<file path="config.mk">
export PLATFORM = sky130hd
export DESIGN_NAME = module_serial_sub_8bits
export DESIGN_NICKNAME = d
export VERILOG_FILES = /design/src/rtl/module_serial_sub_8bits.sv
export SDC_FILE = /design/constraint.sdc
export NUM_CORES = 1
export LEC_CHECK = 0
export ABC_AREA = 1
export CORE_MARGIN = 8
export CORE_UTILIZATION = 25
export CTS_CLUSTER_SIZE = 24
export DETAILED_ROUTE_END_ITERATION = 16
export PLACE_DENSITY = 0.45
export SYNTH_ARGS = -nofsm -noshare
export SYNTH_HDL_FRONTEND = slang
export SYNTH_SLANG_ARGS = --single-unit
</file>
<file path="constraint.sdc">
create_clock -name clk_pi -period 1.2 [get_ports clk_pi]
set_input_delay 0.36 -clock clk_pi [delete_from_list [all_inputs] [get_ports clk_pi]]
set_output_delay 0.36 -clock clk_pi [all_outputs]
set_load 0.02 [all_outputs]
</file>
<file path="src/rtl/module_serial_sub_8bits.sv">
// module_serial_sub_8bits: bit-serial a - b, LSB first, with start/ready/done handshake
module module_serial_sub_8bits #(
    parameter int WIDTH = 8
) (
    input  logic             clk_pi,
    input  logic             rst_n_pi,
    input  logic [WIDTH-1:0] a_pi,
    input  logic [WIDTH-1:0] b_pi,
    input  logic             start_pi,
    output logic             ready_po,
    output logic [WIDTH-1:0] result_po,
    output logic             borrow_po,
    output logic             ovf_po,
    output logic             done_po
);
    localparam logic [1:0] IDLE = 2'd0, SUB = 2'd1, DONE = 2'd2;
    localparam int CW = (WIDTH > 2) ? $clog2(WIDTH) : 1;
    logic [1:0] state;
    logic [WIDTH-1:0] a_sr, b_sr, r_sr;
    logic [CW-1:0] cnt;
    logic bin, a_msb, b_msb, d, bout, last;
    assign d = a_sr[0] ^ b_sr[0] ^ bin;
    assign bout = (~a_sr[0] & b_sr[0]) | (~(a_sr[0] ^ b_sr[0]) & bin);
    assign last = cnt == CW'(WIDTH - 1);
    assign ready_po = state == IDLE;
    always_ff @(posedge clk_pi or negedge rst_n_pi) begin
        if (!rst_n_pi) begin
            state     <= IDLE;
            a_sr      <= '0;
            b_sr      <= '0;
            r_sr      <= '0;
            cnt       <= '0;
            bin       <= 1'b0;
            a_msb     <= 1'b0;
            b_msb     <= 1'b0;
            result_po <= '0;
            borrow_po <= 1'b0;
            ovf_po    <= 1'b0;
            done_po   <= 1'b0;
        end else begin
            done_po <= 1'b0;
            case (state)
                IDLE: if (start_pi) begin
                    a_sr  <= a_pi;
                    b_sr  <= b_pi;
                    a_msb <= a_pi[WIDTH-1];
                    b_msb <= b_pi[WIDTH-1];
                    bin   <= 1'b0;
                    cnt   <= '0;
                    state <= SUB;
                end
                SUB: begin
                    a_sr  <= a_sr >> 1;
                    b_sr  <= b_sr >> 1;
                    r_sr  <= {d, r_sr[WIDTH-1:1]};
                    bin   <= bout;
                    cnt   <= last ? '0 : cnt + CW'(1);
                    state <= last ? DONE : SUB;
                end
                DONE: begin
                    result_po <= r_sr;
                    borrow_po <= bin;
                    ovf_po    <= (a_msb != b_msb) && (r_sr[WIDTH-1] != a_msb);
                    done_po   <= 1'b1;
                    state     <= IDLE;
                end
                default: state <= IDLE;
            endcase
        end
    end
endmodule
</file>
After elaboration in Yosys (flattened, before gate mapping)

Cells that the tools add are included.
Widths: inputs -> output; s select.

Word-level logic and storage cells: 44
Register bits after elaboration: 43

Bitwise gates (word level): 7
Reductions and logical operators: 5
Add/sub/neg operators: 1
Equality and inequality tests: 6
Mux-type cells: 13

Operator list:

| operator            | count |
|---|---|
| $pmux 8 s2          | 2 |
| $mux 8              | 2 |
| $mux 3              | 2 |
| $pmux 3 s2          | 1 |
| $mux 2              | 2 |
| $pmux 2 s2          | 1 |
| $reduce_and 2->1    | 2 |
| $add 3x1->3 const B | 1 |
| $eq 3x3->1 const B  | 1 |
| $and 1x1->1         | 2 |
| $eq 2x1->1 const B  | 1 |
| $eq 2x2->1 const B  | 1 |
| $logic_not 2->1     | 1 |
| $mux 1              | 2 |
| $ne 1x1->1          | 2 |
| $ne 2x2->1 const B  | 1 |
| $not 1->1           | 2 |
| $pmux 1 s2          | 1 |
| $reduce_bool 2->1   | 1 |
| $xor 1x1->1         | 2 |
| $logic_and 1x1->1   | 1 |
| $or 1x1->1          | 1 |

Longest topological paths before layout

Depth after elaboration: 5
Gate-level depth with buffers: 8

Least setup slack after synthesis

Ideal clock, no wire load.

Path type: reg2out
From: reg state[0]
To: out ready_po
Required time: 0.840 ns
Buffers on the path: 1
Arrival: 0.798 ns
Cell stages (with the launch flop): 3
Setup slack: 0.042 ns
Cell sequence: dfrtp_1 > buf_6 > nor2_4

Word-level cells in the longest chain between the ends: 1

Ends and longest elaborated chain:

| element                | RTL line | RTL |
|---|---|---|
| from (decl)            | 18       | `logic [1:0] state;` |
| from (signal assigned) | 58       | `state <= last ? DONE : SUB;` |
| $logic_not 2->1        | 25       | `assign ready_po = state == IDLE;` |
| to (decl)              | 10       | `output logic ready_po,` |

No other way between the ends.

Worst setup path in the final report

From: reg state[1]
To: out ready_po

The elaborated chain is that of the path after synthesis.

==> results.py <==
metrics = {
    "status": {
        "outcome": "finished with violations",
        "violations": "setup timing",
    },
    "drt": {
        "firstDrtPassIters": 4,
        "drt-total-wl_um": 4297,
        "viasPerCell": 4.008,
        "drc_errors": 0,
        "ant_nets": 0,
        "drt_iter0_markers": 66,
        "vias": 1551,
        "wl_per_cell_um": 11.10,
    },
    "die": {
        "rows": 32,
        "fp.coreArea_um2": 7687,
        "die_h_um": 104.8,
        "die_w_um": 104.8,
        "pin_count": 31,
        "die_area_um2": 10970,
        "initial_core_util": 0.2562,
    },
    "cts": {
        "clkTransAtPathRegs_ps": 80,
        "cts_max_path_buffers": 2,
        "cts_tree": "yes",
        "holdBufCountCts": 0,
        "numCtsBuffers": 5,
        "worstSkewPairLatency_ps": 290,
        "cts_sinks": 43,
        "cts_root_buffer": "clkbuf_8",
        "h-tree-depth": 2,
    },
    "sta": {
        "hold_ws_ps": 38.06,
        "period_share": 1.095,
        "report.final.slew_viol_count": 0,
        "slew_headroom": 0.8417,
        "fin_skew_ps": 5.374,
        "setup_violations": 15,
        "fin_crit_ps": 1313,
        "hold_viol": 0,
        "setup_ws_ps": -113.5,
        "setup_tns_ps": -702.0,
        "grt_setup_unrepaired": "yes",
        "worstMarginPinSlew_ps": 237.4,
        "timing.fmax_ghz": 0.7614,
    },
    "logic_synthesis": {
        "synthSimpleGateAreaFrac": 0.2795,
        "synth-edff-count": 0,
        "async_reset_ff_frac": 1.000,
        "synth_nets": 248,
        "yosysWarnings": 0,
        "ys_ff_latch": 43,
        "synth-compound-area-share": 0.05527,
        "synth_area_per_cell_um2": 8.714,
        "synthTopCellsByArea": "dfrtp_1, nand2_1, nand3_1",
        "synth_xor_area_frac": 0,
        "ys_seq_area_frac": 0.5464,
        "synth_top_family_by_area": "simple AND/OR/NAND/NOR gates",
        "synth_mux_area_frac": 0,
        "yosysMostFrequentCell": "nand2_1",
        "yosys.area_share.adder": 0.02287,
        "synthesis.area_um2": 1969,
        "synth_top_area_share": 0.5464,
        "synth_largest_area_cell": "dfrtp_1",
        "postSynthCellCount": 226,
        "ys_types": 20,
        "synth_top_flop_cell": "dfrtp_1",
        "synth_commonest_cells": "nand2_1, dfrtp_1, nand3_1",
    },
    "worst_setup_path": {
        "cp_slowest_cell": "dfrtp_1",
        "crit_path_max_fanout": 2,
        "worst_r2r_startpoint": "state[0]$_DFFE_PN0P_",
        "crit_required_ps": 840,
        "end_kind": "primary output",
        "crit_family": "flip-flops",
        "arrival_ps": 950,
        "reg2reg_to": "a_sr[4]$_DFFE_PN0P_",
        "path_class": "register to primary output",
        "crit_buf_inv": 1,
        "worstRegToRegCells": 6,
        "reg2reg_setup_slack_ps": -50,
        "cp-start-kind": "register",
        "worst_path_largest_cell_delay_ps": 420,
        "crit_chain": "nor2_4, buf_6",
    },
    "final_layout": {
        "fillers": 820,
        "design_area_um2": 2690,
        "antennaDiodeCount": 0,
        "layout-drive-gt1-share": 0.2421,
        "final_nets": 306,
        "synthToLayoutAreaGrowth_pct": 36.59,
    },
    "placement": {
        "place_congestion": 0.7012,
        "port_buffers": 30,
        "place_area_um2": 2451,
        "hpwl_um": 2822,
    },
    "global_route": {
        "grt_pass1_wl_um": 7645,
        "grt_pass1_vias": 1590,
        "antenna_found_initial": 0,
        "grt_max_degree": 44,
        "overflow": 0,
        "grt_usage": 0.08468,
    },
    "min_path": {
        "hold_class": "input pin to async pin",
    },
    "pwr": {
        "p_per_area_nw_per_um2": 2305,
        "peakVddDrop_mv": 0.7728,
        "p_leak_nw": 1.385,
    },
    "job": {
        "maxCapViolations": 0,
    },
}
what timing repair did:
action	4_1_cts	5_1_grt
endpoints found under the hold margin	0	0
setup endpoints to repair	48	40
gates cloned	0	1
resized for setup	76	16
pin swaps	2	0
setup buffers	6	5
routing by layer:
metal	vias up	part of all wire	GRT usage	wire length (µm)
li1	819	-	-	-
met1	702	0.48	0.1080	2080
met2	25	0.45	0.1294	1929
met3	5	0.055	0.02948	238
met4	0	0.011	0.03058	49
met5	-	0	0	0
cell families after synthesis:
family | count (synthesis)
buffers and inverters | 27
DFF | 43
adders and majority gates | 3
and+or+nand+nor | 132
AOI/OAI and AO/OA | 21
cells in the final DEF, fill, tap and decap left out, types with 3 or more instances in the layout:
cell type,n
nand2_1,102
dfrtp_1,42
buf_4,25
nand3_1,19
clkdlybuf4s50_1,17
o21ai_0,16
inv_1,13
buf_6,13
nand2_2,6
clkbuf_8,5
buf_12,4
o21ai_1,3
buf_2,3
report_power, final:
part | switching (mW) | total, mW | leakage (nW) | internal [mW]
Sequential | 0.358 | 2.41 | 0.548 | 2.05
Clock | 0.481 | 0.888 | 0.0412 | 0.407
Combinational | 1.49 | 2.90 | 0.795 | 1.41
Total | 2.33 | 6.20 | 1.38 | 3.87
layout make-up:
cell class              count  area, µm²  share of cell area
inverters                  16      70.07             0.02605
repair buffers             62      599.3              0.2228
multi-input cells         156      730.7              0.2716
clock buffers               6      72.57             0.02698
well taps                 102      127.6             0.04744
flip-flops and latches     43       1077              0.4005
clock inverters             2      12.51            0.004651
worst max path at each step:
stage	cells after the start	to	from
2_1_floorplan	2	ready_po	state[0]$_DFFE_PN0P_
3_3_place_gp	2	ready_po	state[0]$_DFFE_PN0P_
3_5_place_dp	2	ready_po	state[0]$_DFFE_PN0P_
4_1_cts	2	ready_po	state[1]$_DFFE_PN0P_
5_1_grt	2	ready_po	state[1]$_DFFE_PN0P_
6_report	2	ready_po	state[1]$_DFFE_PN0P_
sequential cells by signal, indices dropped and copies added, names as in the netlist, 2 cells and up:
name / cells
r_sr: 8
cnt: 3
b_sr: 8
a_sr: 8
result_po: 8
state: 2
per-stage QoR:
stage	cells	util	power, mW	worst slack, ps
floorplan	226	-	4.124	41.61
finish	387	0.3499	6.200	-113.5
global placement	367	0.3188	4.997	-261.7
CTS	381	0.3394	6.149	-128.9
detailed placement	367	0.3188	5.017	-283.1
global route	387	0.3499	6.819	-150.5
Note: power is estimated with default switching activity, not from simulation.
